$ cat src/rtl/level_sequencer.sv
// -----------------------------------------------------------------------------
// level_sequencer
//
// Game-flow controller for the ball motion datapath. It owns the ball
// controller's reset_level / pause / level inputs and steps the game through
// load -> ready -> play, handling ball-lost, level-complete, game-over and
// game-won conditions. Status outputs feed the score and text drawers.
//
// Optional build macro:
//   LEVEL_SEQUENCER_EXTRA_LIFE_EN - when defined, finishing a level that is
//   followed by another level grants one extra life, saturating at 7.
//   When undefined, lives change only on ball-lost and on restart.
//
// Ports:
//   clk                          in   system clock
//   resetN                       in   asynchronous active-low reset
//   startOfFrame                 in   one-cycle pulse per video frame
//   key5IsPressed                in   launch / restart key (level)
//   keyPauseIsPressed            in   pause toggle key (level)
//   collisionSmileyObstacleReal  in   one-cycle pulse per counted obstacle hit
//   smileyTopLeftY[10:0]         in   signed ball Y position in pixels
//   reset_level                  out  one-cycle level-load pulse
//   pause                        out  freezes ball motion (low only in PLAY)
//   level[3:0]                   out  current level, 0-based
//   lives[2:0]                   out  remaining lives
//   hitCount[7:0]                out  hits scored in the current level
//   gameOver                     out  high while in GAME_OVER
//   gameWon                      out  high while in GAME_WON
// -----------------------------------------------------------------------------
module level_sequencer #(
    parameter int NUM_LEVELS     = 4,
    parameter int INITIAL_LIVES  = 3,
    parameter int HITS_PER_LEVEL = 8,
    parameter int BOTTOM_Y       = 470,
    parameter int WAIT_FRAMES    = 60
) (
    input  logic        clk,
    input  logic        resetN,
    input  logic        startOfFrame,
    input  logic        key5IsPressed,
    input  logic        keyPauseIsPressed,
    input  logic        collisionSmileyObstacleReal,
    input  logic [10:0] smileyTopLeftY,
    output logic        reset_level,
    output logic        pause,
    output logic [3:0]  level,
    output logic [2:0]  lives,
    output logic [7:0]  hitCount,
    output logic        gameOver,
    output logic        gameWon
);

    // -------------------------------------------------------------------------
    // Constants sized to the port widths
    // -------------------------------------------------------------------------
    localparam logic [3:0]         LAST_LEVEL  = 4'(NUM_LEVELS - 1);
    localparam logic [2:0]         LIVES_INIT  = 3'(INITIAL_LIVES);
    localparam logic [2:0]         LIVES_MAX   = 3'd7;
    localparam logic [7:0]         HITS_TARGET = 8'(HITS_PER_LEVEL);
    localparam logic signed [10:0] BOTTOM_LIM  = 11'(BOTTOM_Y);

    // Frame counter only needs to reach WAIT_FRAMES-1.
    localparam int                 FCW         = (WAIT_FRAMES > 2) ? $clog2(WAIT_FRAMES) : 1;
    localparam logic [FCW-1:0]     FRAME_LAST  = FCW'(WAIT_FRAMES - 1);

    typedef enum logic [3:0] {
        IDLE,
        LOAD,
        READY,
        PLAY,
        PAUSED,
        BALL_LOST,
        LEVEL_DONE,
        GAME_OVER,
        GAME_WON
    } stateT;

    // -------------------------------------------------------------------------
    // State and next-state signals
    // -------------------------------------------------------------------------
    stateT          stateReg;
    stateT          stateNext;
    logic [3:0]     levelNext;
    logic [2:0]     livesNext;
    logic [7:0]     hitCountNext;
    logic [FCW-1:0] frameCountReg;
    logic [FCW-1:0] frameCountNext;

    logic           key5PrevReg;
    logic           keyPausePrevReg;
    logic           key5Edge;
    logic           keyPauseEdge;

    logic           hitCompletes;
    logic           ballIsLost;
    logic           frameWaitDone;
    logic [7:0]     hitCountInc;

    // -------------------------------------------------------------------------
    // Key edge detection: a held key produces a single one-cycle edge.
    // -------------------------------------------------------------------------
    always_ff @(posedge clk or negedge resetN) begin
        if (!resetN) begin
            key5PrevReg     <= 1'b0;
            keyPausePrevReg <= 1'b0;
        end else begin
            key5PrevReg     <= key5IsPressed;
            keyPausePrevReg <= keyPauseIsPressed;
        end
    end

    assign key5Edge     = key5IsPressed & ~key5PrevReg;
    assign keyPauseEdge = keyPauseIsPressed & ~keyPausePrevReg;

    // -------------------------------------------------------------------------
    // Event qualifiers used in PLAY
    // -------------------------------------------------------------------------
    assign hitCountInc   = hitCount + 8'd1;
    assign hitCompletes  = collisionSmileyObstacleReal && (hitCountInc == HITS_TARGET);
    assign ballIsLost    = startOfFrame && ($signed(smileyTopLeftY) > BOTTOM_LIM);
    assign frameWaitDone = startOfFrame && (frameCountReg == FRAME_LAST);

    // -------------------------------------------------------------------------
    // Next-state logic
    // -------------------------------------------------------------------------
    always_comb begin
        stateNext      = stateReg;
        levelNext      = level;
        livesNext      = lives;
        hitCountNext   = hitCount;
        frameCountNext = frameCountReg;

        case (stateReg)
            IDLE: begin
                stateNext = LOAD;
            end

            LOAD: begin
                hitCountNext = 8'd0;
                stateNext    = READY;
            end

            READY: begin
                if (key5Edge) begin
                    stateNext = PLAY;
                end
            end

            PLAY: begin
                // A non-completing hit still counts even when the ball is lost
                // in the same cycle; the count is cleared at the next LOAD.
                if (collisionSmileyObstacleReal && (hitCount != HITS_TARGET)) begin
                    hitCountNext = hitCountInc;
                end

                // Priority: completing hit > ball lost > pause edge.
                if (hitCompletes) begin
                    stateNext = LEVEL_DONE;
                end else if (ballIsLost) begin
                    if (lives != 3'd0) begin
                        livesNext = lives - 3'd1;
                    end
                    stateNext = (lives <= 3'd1) ? GAME_OVER : BALL_LOST;
                end else if (keyPauseEdge) begin
                    stateNext = PAUSED;
                end
            end

            PAUSED: begin
                if (keyPauseEdge) begin
                    stateNext = PLAY;
                end
            end

            BALL_LOST: begin
                if (frameWaitDone) begin
                    stateNext = LOAD;
                end else if (startOfFrame) begin
                    frameCountNext = frameCountReg + FCW'(1);
                end
            end

            LEVEL_DONE: begin
                if (frameWaitDone) begin
                    if (level == LAST_LEVEL) begin
                        stateNext = GAME_WON;
                    end else begin
                        // Level is advanced on the way into LOAD so it is
                        // already stable while reset_level is high.
                        levelNext = level + 4'd1;
`ifdef LEVEL_SEQUENCER_EXTRA_LIFE_EN
                        livesNext = (lives == LIVES_MAX) ? lives : lives + 3'd1;
`else
                        livesNext = lives;
`endif
                        stateNext = LOAD;
                    end
                end else if (startOfFrame) begin
                    frameCountNext = frameCountReg + FCW'(1);
                end
            end

            GAME_OVER, GAME_WON: begin
                if (key5Edge) begin
                    levelNext = 4'd0;
                    livesNext = LIVES_INIT;
                    stateNext = LOAD;
                end
            end

            default: begin
                stateNext = IDLE;
            end
        endcase

        // Every state change starts the wait counter from zero.
        if (stateNext != stateReg) begin
            frameCountNext = '0;
        end
    end

    // -------------------------------------------------------------------------
    // State register. Outputs are decoded from the next state so they are
    // registered and aligned with the state they describe.
    // -------------------------------------------------------------------------
    always_ff @(posedge clk or negedge resetN) begin
        if (!resetN) begin
            stateReg      <= IDLE;
            level         <= 4'd0;
            lives         <= LIVES_INIT;
            hitCount      <= 8'd0;
            frameCountReg <= '0;
            reset_level   <= 1'b0;
            pause         <= 1'b1;
            gameOver      <= 1'b0;
            gameWon       <= 1'b0;
        end else begin
            stateReg      <= stateNext;
            level         <= levelNext;
            lives         <= livesNext;
            hitCount      <= hitCountNext;
            frameCountReg <= frameCountNext;
            reset_level   <= (stateNext == LOAD);
            pause         <= (stateNext != PLAY);
            gameOver      <= (stateNext == GAME_OVER);
            gameWon       <= (stateNext == GAME_WON);
        end
    end

endmodule

$ cat config.mk
export PLATFORM = sky130hd
export DESIGN_NAME = level_sequencer
export DESIGN_NICKNAME = d
export VERILOG_FILES = /design/src/rtl/level_sequencer.sv
export SDC_FILE = /design/constraint.sdc
export NUM_CORES = 1
export LEC_CHECK = 0
export ABC_CLOCK_PERIOD_IN_PS = 2500
export CORE_ASPECT_RATIO = 1.4
export CORE_MARGIN = 2
export CORE_UTILIZATION = 45
export DETAILED_ROUTE_END_ITERATION = 8
export MAX_ROUTING_LAYER = met4
export PLACE_DENSITY = 0.77
export SLEW_MARGIN = 25
export SYNTH_ARGS = -nofsm -noshare
export SYNTH_HDL_FRONTEND = slang
export SYNTH_SLANG_ARGS = --single-unit
$ cat constraint.sdc
create_clock -name clk -period 2.5 [get_ports clk]
set_clock_uncertainty 0.15 [all_clocks]
set_input_delay 0.375 -clock clk [delete_from_list [all_inputs] [get_ports clk]]
set_output_delay 0.375 -clock clk [all_outputs]
set_load 0.005 [all_outputs]
== Word level (Yosys, flattened, before mapping) ==
Index checks and enable logic that the tools add are counted.

* Bits in registers: 31
* Latch bits: 0
* RAM bits: 0
* ROM bits: 0
* Bits of input ports: 17
* Logic and storage cells: 89
* Memories: 0

* Add/subtract/negate cells: 4
* Multiply operators: 0
* Divide/modulo/power cells: 0
* Order comparisons: 2
* Equality and inequality tests: 25
* Shift operators: 0
* Mux-type cells: 26
* Bitwise operators: 4
* Reductions and logical operators: 17

{| class="wikitable"
|+ Operators by type and width
! operator !! count
|-
| $mux 4 || 12
|-
| $pmux 4 s8 || 1
|-
| $mux 6 || 4
|-
| $eq 4x3->1 const B || 5
|-
| $pmux 8 s2 || 1
|-
| $ne 2x2->1 const B || 7
|-
| $eq 4x2->1 const B || 3
|-
| $mux 3 || 4
|-
| $gt 11x10->1 const B || 1
|-
| $reduce_bool 2->1 || 5
|-
| $add 8x1->8 const B || 1
|-
| $eq 4x1->1 const B || 2
|-
| $eq 4x4->1 const B || 2
|-
| $eq 8x4->1 const B || 1
|-
| $mux 8 || 1
|-
| $ne 8x4->1 const B || 1
|-
| $pmux 4 s2 || 1
|-
| $add 6x1->6 const B || 1
|-
| $eq 6x6->1 const B || 1
|-
| $pmux 3 s2 || 1
|-
| $reduce_and 5->1 || 1
|-
| $add 4x1->4 const B || 1
|-
| $logic_and 1x1->1 || 4
|-
| $logic_not 4->1 || 1
|-
| other kinds (13) || 16
|}

== Depth between registers and ports, before layout ==
Gate-level depths: netlist (run 1).

* Depth after elaboration: 9
* Mapped depth: 7
* Mapped depth without buffers: 7

== Least setup slack after synthesis (run 1) ==
No wires, ideal clock.

* Kind: reg2reg
* Start point: register level[0]
* End point: register frameCountReg[0]
* Setup time: 136 ps
* Arrival time: 1722 ps
* Required time: 2214 ps
* Setup slack: 493 ps
* Stages on the path, launching flop included: 7
* Path buffers: 0
* Clock period less this slack: 2007 ps
* Cell sequence: dfrtp_1 > ha_1 > or3b_1 > nor4_1 > o22ai_2 > o221ai_2 > nor3_2

* Cells in the longest elaborated chain, start to end: 7
* Elaborated cells between the ends (all ways): 10
* Classes of those cells: eq/ne: 3; mux: 4; reduce/logical: 3

{| class="wikitable"
|+ Ends and longest elaborated chain
! item !! RTL line !! source
|-
| start, declared || 46 || <nowiki>output logic [3:0] level,</nowiki>
|-
| start signal, assigned || 239 || <nowiki>level <= levelNext;</nowiki>
|-
| $eq 4x2->1 * || 185 || <nowiki>if (level == LAST_LEVEL) begin</nowiki>
|-
| $mux 4 * || 185 ||
|-
| $mux 4 * || 184 || <nowiki>if (frameWaitDone) begin</nowiki>
|-
| $pmux 4 s8 * || 133 || <nowiki>case (stateReg)</nowiki>
|-
| $ne 4x4->1 * || 217 || <nowiki>if (stateNext != stateReg) begin</nowiki>
|-
| $ne 2x1->1 (no line) or $reduce_bool 2->1 (tied branches) || -- ||
|-
| $reduce_and 3->1 (no line) || -- ||
|-
| end signal, assigned || 242 || <nowiki>frameCountReg <= frameCountNext;</nowiki>
|-
| end, declared || 86 || <nowiki>logic [FCW-1:0] frameCountReg;</nowiki>
|}

Mark *: on every way between the ends. The rest lies on a longest branch, timed or not.
A chain may end at the register's enable or synchronous reset.

== Worst setup path after layout (run 1) ==
* Start point: register stateReg[2]
* End point: register frameCountReg[3]

* Cells in the longest elaborated chain, start to end: 7
* Elaborated cells between the ends (all ways): 26
* Classes of those cells: eq/ne: 10; mux: 10; reduce/logical: 6

{| class="wikitable"
|+ Ends and longest elaborated chain
! item !! RTL line !! source
|-
| start, declared || 81 || <nowiki>stateT stateReg;</nowiki>
|-
| start signal, assigned || 238 || <nowiki>stateReg <= stateNext;</nowiki>
|-
| $mux 4 || 164 || <nowiki>end else if (keyPauseEdge) begin</nowiki>
|-
| $mux 4 || 159 || <nowiki>end else if (ballIsLost) begin</nowiki>
|-
| $mux 4 || 157 || <nowiki>if (hitCompletes) begin</nowiki>
|-
| $pmux 4 s8 || 133 ||
|-
| $ne 4x4->1 || 217 ||
|-
| $ne 2x1->1 (no line) or $reduce_bool 2->1 (tied branches) || -- ||
|-
| $reduce_and 3->1 (no line) || -- ||
|}

Several ways; a longest one is shown, not always the timed one.

==> qor.txt, run 1 <==
Run status -> completed
Crit-path max FO -> 13
GPL Wtd Cong -> 0.827
Dominant cell by count in the synthesized netlist -> dfrtp_1
Max-slew violations -> 0
Via count -> 1,718
Synth Area per Inst -> 9.92 sq um
Cell variety after synth -> 57
Seq pwr share -> 0.339
Combinational power share -> 0.427
Maximum level of the CTS H-tree -> 2
CTS tree -> done
Internal Pwr Total -> 1.37 mW
DRT iter0 DRCs -> 48
Post-Synth XOR/XNOR Area -> 0.0389
Yosys Warn Count -> 0
PwrDens -> 836 mW/mm^2
Pwr Total -> 2.18 mW
Share of layout cells above drive strength 1 -> 0.160
CORE AREA -> 0.00427 sq mm
Number of synthesized register bits -> 31
Antenna violations before repair -> 0
Diode count -> 0
CTS-repair resized insts -> 0
Syn nets -> 229
Main combinational cell family by area after synthesis -> simple AND/OR/NAND/NOR gates
VDD IR max -> 0.640 mV
Transition time of the tightest slew-check pin -> 0.509 ns
First-pass GRT wire length -> 7430 um
Commonest register cell after synthesis -> dfrtp_1
Clock buffer depth -> 2
Post-Place Worst Slack -> 0.0715 ns
# setup viols final -> 0
Post-Synth Adder-Cell Area -> 0.0494
Net Sw Frac -> 0.372
Worst min path class -> input pin to asynchronous set/reset pin
Layout fillers -> 392
Final ANT Viol Nets -> 0
Post-synthesis mux area share -> 0.0309
Crit end category -> flip-flop
Via density -> 5.54
Max_slew headroom -> 0.658
Number of enable flip-flop cells after synthesis -> 0
Ys async rst share -> 1.00
Total track usage -> 0.195
Register area -> 779 sq um
Wirelength per Cell -> 14.0 um
Net Sw Power -> 0.810 mW
Post-Synth Simple-Gate Area -> 0.257
P&R area growth vs syn -> 28.6%
FF-to-FF path depth -> 5
Most frequent cells after synthesis -> dfrtp_1, nand2_1, inv_1
Final Hold Fails -> 0
I/O pin count -> 36
RSZ-0062 raised after global routing -> false
Static Leakage -> 1.14 nW
Seq/Total Area, Yosys -> 0.385
Initial Utilization -> 0.474
Clk root buf -> clkbuf_8
Mapped Area -> 0.00202 sq mm
Sum Neg Setup Slack -> 0 ns
Startpoint types -> flip-flop
Max Clock Freq -> 449 MHz
Clk pwr share -> 0.234
Row Count -> 28
Fin nets -> 274
Yosys top cell area share -> 0.346
Hold_buf cts -> 0
Largest area contributor in the netlist -> dfrtp_1
Max-cap violations -> 0
Post-Place Cells -> 302
Synth Area in Compound Gates -> 0.201
Synth area leaders -> dfrtp_1, ha_1, dfstp_2, xor2_1, nand2b_1
Multi-input gate area -> 0.00117 sq mm
CTS Buf Count -> 5
Setup ws final -> 0.272 ns
Crit share post-route -> 0.891
Die Width -> 60.7 um
Buffers added on ports -> 35
DRC -> 0
Number of global-route vias before repair -> 1,696
Post-CTS setup buffer count -> 0
CP required -> 2.55 ns
WS Path Type -> flip-flop to flip-flop
Post-DP HPWL -> 3320 um
# clock sinks -> 31
First drt pass iteration count -> 4
Syn Inst Count -> 204
Clock transition at the registers of the reported paths -> 0.07 ns
Finished Layout Cells -> 310
Hold_ws -> 0.335 ns
Die footprint -> 0.00506 sq mm
Grt ovf -> 0
WL final -> 4350 um
WP data arrival -> 2.28 ns
Die height -> 83.4 um
Largest net degree at the start of global routing -> 32
Clock Latency Late Sink -> 0.28 ns
Tmin final -> 2.23 ns
through the flow:
step / utilization / cell area, sq um
6_report: 0.609 / 2600
4_1_cts: 0.609 / 2600
3_5_place_dp: 0.582 / 2490
2_1_floorplan: - / 2020
3_3_place_gp: 0.582 / 2490
5_1_grt: 0.609 / 2600
kinds of logic after synthesis:
kind of cell	count (synthesis)
XOR/XNOR	9
multiplexers	6
flip-flops	31
buffers and inverters	18
adder cells (fa/ha/maj)	8
AND/OR/NAND/NOR	79
AO/OA/AOI/OAI	53
final timing paths:
check	startpoint	to	slack [ns]
setup / recovery	stateReg[2]$_DFF_PN0_	frameCountReg[3]$_DFFE_PN0P_	0.27
hold / removal	resetN	level[1]$_DFFE_PN0P_	0.34
setup reg to reg	stateReg[2]$_DFF_PN0_	frameCountReg[3]$_DFFE_PN0P_	0.27
hold reg to reg	level[3]$_DFFE_PN0P_	level[3]$_DFFE_PN0P_	0.35
max in group asynchronous	resetN	lives[0]$_DFFE_PN1P_	1.54
min in group clk	level[3]$_DFFE_PN0P_	level[3]$_DFFE_PN0P_	0.35
metal layers:
| metal | vias to the layer above | share of wire | global-route usage | routed length, um |
|---|---|---|---|---|
| li1 | 849 | - | - | - |
| met1 | 833 | 0.41 | 0.220 | 1770 |
| met2 | 28 | 0.54 | 0.329 | 2360 |
| met3 | 8 | 0.028 | 0.0327 | 124 |
| met4 | 0 | 0.022 | 0.0771 | 95 |
| met5 | - | 0 | - | 0 |
power by group through the flow:
stage                     Combinational [mW]  Sequential [mW]  Clock (mW)
after CTS                              0.936            0.738       0.524
after global routing                    1.04            0.755       0.542
after detailed placement               0.929            0.746           0
after floorplan                        0.666            0.693           0
after global placement                 0.912            0.746           0
final                                  0.929            0.737       0.510
state kept, by name, indices dropped and copies added (netlist names):
name             flops
pause                1
gameOver             1
level                4
frameCountReg        6
reset_level          1
key5PrevReg          1
gameWon              1
hitCount             8
lives                3
stateReg             4
keyPausePrevReg      1
area by class of cell:
| class | instances | area share |
|---|---|---|
| Multi-Input combinational cell | 155 | 0.449 |
| Sequential cell | 31 | 0.299 |
| Timing Repair Buffer | 44 | 0.160 |
| Clock buffer | 6 | 0.0317 |
| Tap cell | 60 | 0.0288 |
| Inverter | 12 | 0.0173 |
| Clock inverter | 2 | 0.0135 |
cell usage in the layout (no fill, tap or decap), types with 3 or more instances in the layout:
cell type        netlist  layout
nor3b_1                3       3
ha_1                   8       8
nor3_2                 5       5
o21ai_1               10      10
nor2b_1                4       4
inv_1                 11      11
dfstp_2                3       3
a21o_1                 5       5
nor2_1                 9       9
mux2i_1                4       4
a21oi_1                7       7
nand4_1                5       5
o31ai_1                3       3
nand3b_1               3       3
dfrtp_1               28      28
xor2_1                 7       7
nand2b_1               9       9
clkbuf_8               0       6
o21ai_0                6       6
and3_1                 6       6
clkdlybuf4s50_1        0      35
nand2_1               13      13
nand3_1                8       8
buf_4                  1       9
worst max-delay path, cell delays in order (launching register included):
cell and delay [ns]:
dfrtp_1 0.52, or4b_4 0.62, a21o_4 0.26, o22ai_2 0.16, o221ai_2 0.22, nor3_2 0.22
(Power assumes the default switching activity.)
==> run 2: changes to the inputs <==
Settings changed: ABC_CLOCK_PERIOD_IN_PS 2500 to 2400, CORE_MARGIN 2 to not set, SETUP_SLACK_MARGIN set to 0.3.
Clock period 2.5 ns to 2.4 ns, I/O delays scaled along.
==> qor.txt, run 2 (synthesis gave the netlist of run 1 again) <==
Met3 GRT Util -> 0.0478
Sum Neg Setup Slack -> 0 ns
Max-slew violations -> 0
First-pass GRT wire length -> 7780 um
WS Path Type -> flip-flop to flip-flop
Max Clock Freq -> 482 MHz
Buffers added on ports -> 35
CTS Buf Count -> 5
Largest Register -> hitCount
GRT Max-Usage Layer -> met2
Crit end category -> flip-flop
# clock sinks -> 31
Finished Layout Cells -> 321
Worst min path class -> input pin to asynchronous set/reset pin
WP data arrival -> 2.14 ns
Clk root buf -> clkbuf_8
# setup viols final -> 0
Tmin final -> 2.07 ns
First drt pass iteration count -> 4
CORE AREA -> 0.00427 sq mm
Row Count -> 28
Largest register FFs -> 8
Die Width -> 58.7 um
Commonest non-fill, non-tap cell in the layout -> clkdlybuf4s50_1
Final Hold Fails -> 0
Global Route met1 Usage -> 0.229
CTS tree -> done
Hold_buf cts -> 0
Clock Latency Late Sink -> 0.29 ns
Grt ovf -> 0
Static Leakage -> 1.19 nW
Via density -> 5.46
Maximum level of the CTS H-tree -> 2
Regs by FF count -> hitCount: 8 flops, frameCountReg: 6 flops
Number of global-route vias before repair -> 1,777
Placed Area -> 0.00253 sq mm
Share of layout cells above drive strength 1 -> 0.261
PwrDens -> 883 mW/mm^2
Crit-path max FO -> 6
GR Util met2 -> 0.405
I/O pin count -> 36
RSZ-0062 raised after global routing -> true
Fin area -> 0.00278 sq mm
Max_slew headroom -> 0.709
Total track usage -> 0.223
P&R area growth vs syn -> 37.5%
CP required -> 2.46 ns
GPL Wtd Cong -> 0.930
Post-DP HPWL -> 3500 um
Post-Place Cells -> 308
Via count -> 1,753
Transition time of the tightest slew-check pin -> 0.437 ns
DRC -> 0
Largest net degree at the start of global routing -> 32
Diode count -> 0
Die footprint -> 0.00477 sq mm
WL final -> 4730 um
Die height -> 81.4 um
Run status -> completed
Wirelength per Cell -> 14.7 um
Final ANT Viol Nets -> 0
Initial Utilization -> 0.474
Clock buffer depth -> 2
VDD IR max -> 0.611 mV
Fin nets -> 285
Clock transition at the registers of the reported paths -> 0.07 ns
Antenna violations before repair -> 0
Startpoint types -> flip-flop
Highest-count cells in the layout ignoring fill and taps -> clkdlybuf4s50_1, dfrtp_1, buf_4
DRT iter0 DRCs -> 45
Max-cap violations -> 0
Crit share post-route -> 0.864
-- run 2: layer usage --
metal | share of wire | up-vias
li1 | - | 869
met1 | 0.41 | 841
met2 | 0.54 | 31
met3 | 0.027 | 12
met4 | 0.023 | 0
met5 | 0 | -
-- run 2: what timing repair did --
action	in CTS	in global routing
pin swaps	2	6
endpoints found under the setup margin	6	14
buffers inserted	1	4
resized for setup	6	15
-- run 2: area by class of cell --
type	count	area, sq um
multi-input combinational	155	1260
tap	60	75.1
sequential	31	782
timing repair buffer	55	503
clock inverter	2	35.0
clock buffer	6	82.6
inverter	12	45.0
fill	356	1490
-- run 2: final timing paths --
kind                                             from                           end  cells after the start  slack (ns)
worst min register to register   level[3]$_DFFE_PN0P_          level[3]$_DFFE_PN0P_                      1        0.36
min in group clk                 level[3]$_DFFE_PN0P_          level[3]$_DFFE_PN0P_                      1        0.36
worst max-delay path            stateReg[2]$_DFF_PN0_  frameCountReg[3]$_DFFE_PN0P_                      5        0.33
max in group asynchronous                      resetN               pause$_DFF_PN1_                      2        1.45
worst min-delay path                           resetN          level[0]$_DFFE_PN0P_                      2        0.31
worst max register to register  stateReg[2]$_DFF_PN0_  frameCountReg[3]$_DFFE_PN0P_                      5        0.33
-- run 2: power by group --
part           total (mW)  switching (mW)  internal (mW)  leakage [nW]
registers           0.714          0.0815          0.633         0.405
clock network       0.540           0.204          0.336        0.0612
logic                1.20           0.637          0.568         0.728
-- run 2: worst max-delay path, cell delays in order (launching register included) --
cell and delay (ns):
dfrtp_1 0.42, or4b_4 0.58, a21o_4 0.26, o22ai_2 0.19
o221ai_4 0.20, nor3_2 0.20
-- run 2: stage by stage --
stage / utilization / power (mW) / setup WS (ns) / hold WS, ns
2_1_floorplan: - / 1.42 / 0.393 / -0.0856
3_3_place_gp: 0.592 / 1.78 / 0.0265 / 0.348
3_5_place_dp: 0.592 / 1.81 / 0.0243 / 0.348
4_1_cts: 0.629 / 2.42 / 0.299 / 0.330
5_1_grt: 0.651 / 2.61 / 0.242 / 0.352
6_report: 0.651 / 2.46 / 0.327 / 0.307
==> run 3: changes to the inputs <==
Settings changed: CORE_ASPECT_RATIO 1.4 to 0.5, CORE_MARGIN set to 1.5.
==> qor.txt, run 3 (synthesis gave the netlist of run 1 again) <==
Post-Place Cells -> 300
Startpoint types -> flip-flop
Clock Latency Late Sink -> 0.29 ns
Crit-path cells -> or4b_4 -> a21o_4 -> o22ai_2 -> o221ai_4 -> nor3_2
I/O pin count -> 36
Initial Utilization -> 0.493
Combinational power share -> 0.498
Net Sw Power -> 0.968 mW
Total track usage -> 0.222
Critical Path Max Stage Delay -> 0.59 ns
GPL Wtd Cong -> 0.915
Clock buffer depth -> 2
Antenna violations before repair -> 0
Grt ovf -> 0
Regs by FF count -> hitCount: 8 flops, frameCountReg: 6 flops
Largest register FFs -> 8
First drt pass iteration count -> 4
First-pass GRT wire length -> 8270 um
WS Path Type -> flip-flop to flip-flop
Max Clock Freq -> 472 MHz
CORE AREA -> 0.00410 sq mm
Hold_buf cts -> 0
Internal Pwr Total -> 1.57 mW
Fin area -> 0.00278 sq mm
Wirelength per Cell -> 16.4 um
WP data arrival -> 2.18 ns
Fin nets -> 286
Post-Place Worst Slack -> -0.100 ns
Worst min path class -> input pin to asynchronous set/reset pin
Slowest-stage cell, CP -> or4b_4
Largest net degree at the start of global routing -> 32
Tmin final -> 2.12 ns
Run status -> completed
VDD IR max -> 0.506 mV
Crit end category -> flip-flop
Net Sw Frac -> 0.382
P&R area growth vs syn -> 37.1%
Maximum level of the CTS H-tree -> 2
Finished Layout Cells -> 316
DRT iter0 DRCs -> 95
Static Leakage -> 1.20 nW
Largest Register -> hitCount
RSZ-0062 raised after global routing -> true
Post-DP HPWL -> 3570 um
CTS tree -> done
Seq pwr share -> 0.288
Max_slew headroom -> 0.676
Crit-path max FO -> 6
Via density -> 5.78
PwrDens -> 913 mW/mm^2
Placed Area -> 0.00251 sq mm
Clk root buf -> clkbuf_8
Share of layout cells above drive strength 1 -> 0.248
Buffers added on ports -> 35
Crit share post-route -> 0.884
# setup viols final -> 0
Final Hold Fails -> 0
Max-cap violations -> 0
Die footprint -> 0.00493 sq mm
Clock transition at the registers of the reported paths -> 0.07 ns
Setup ws final -> 0.279 ns
CTS Buf Count -> 5
Die height -> 50.4 um
# clock sinks -> 31
Number of global-route vias before repair -> 1,725
Row Count -> 16
DRC -> 0
CP required -> 2.46 ns
Transition time of the tightest slew-check pin -> 0.484 ns
Diode count -> 0
Max-slew violations -> 0
Highest-count cells in the layout ignoring fill and taps -> clkdlybuf4s50_1, dfrtp_1, buf_4
Die Width -> 97.9 um
Final ANT Viol Nets -> 0
WL final -> 5190 um
Via count -> 1,828
Clk pwr share -> 0.214
Pwr Total -> 2.54 mW
Commonest non-fill, non-tap cell in the layout -> clkdlybuf4s50_1
[run 3: cell types whose count changed in the layout (fill, tap and decap cells not counted), sizes merged]
cell  before  now
buf       20   21
[run 3: worst max-delay path: cells and delay by family, from the launching register on]
| kind | cells | cell delay, ns |
|---|---|---|
| and+or+nand+nor | 2 | 0.80 |
| AOI/OAI and AO/OA | 3 | 0.64 |
| DFF | 1 | 0.44 |
[run 3: cell type report]
class	count	area, sq um
fillers	305	1330
flip-flops and latches	31	783
multi-input cells	155	1250
repair buffers	56	510
inverters	12	45.0
clock buffers	6	82.6
clock inverters	2	35.0
well taps	54	67.6
[run 3: timing repair]
item	CTS	global route
setup endpoints to repair	9	20
setup buffers	5	3
pin swaps	2	7
resized for setup	6	12
[run 3: final timing paths]
kind                                                 to                  start  depth (start not counted)  slack (ns)
setup / recovery           frameCountReg[0]$_DFFE_PN0P_  stateReg[2]$_DFF_PN0_                          5        0.28
min in group clk                   level[3]$_DFFE_PN0P_   level[3]$_DFFE_PN0P_                          1        0.37
hold / removal                  hitCount[5]$_DFFE_PN0P_                 resetN                          2        0.31
hold reg to reg                    level[3]$_DFFE_PN0P_   level[3]$_DFFE_PN0P_                          1        0.37
max in group asynchronous               pause$_DFF_PN1_                 resetN                          2        1.47
setup reg to reg           frameCountReg[0]$_DFFE_PN0P_  stateReg[2]$_DFF_PN0_                          5        0.28
[run 3: layer usage]
metal | share of wire | up-vias | track usage
li1 | - | 876 | -
met1 | 0.47 | 909 | 0.282
met2 | 0.48 | 35 | 0.360
met3 | 0.033 | 8 | 0.0446
met4 | 0.014 | 0 | 0.0762
met5 | 0 | - | -
[run 3: power groups by stage]
stage | Sequential [mW] | Clock, mW | Combinational, mW
2_1_floorplan | 0.722 | 0 | 0.694
3_3_place_gp | 0.729 | 0 | 1.02
3_5_place_dp | 0.735 | 0 | 1.05
4_1_cts | 0.720 | 0.545 | 1.16
5_1_grt | 0.747 | 0.565 | 1.37
6_report | 0.731 | 0.543 | 1.26
[run 3: per-stage QoR]
step	hold WS, ns	util	setup TNS (ns)
CTS	0.318	0.655	0
global route	0.347	0.677	0
detailed placement	0.352	0.611	-0.139
floorplan	-0.0856	-	0
global placement	0.344	0.611	-0.175
finish	0.307	0.677	0
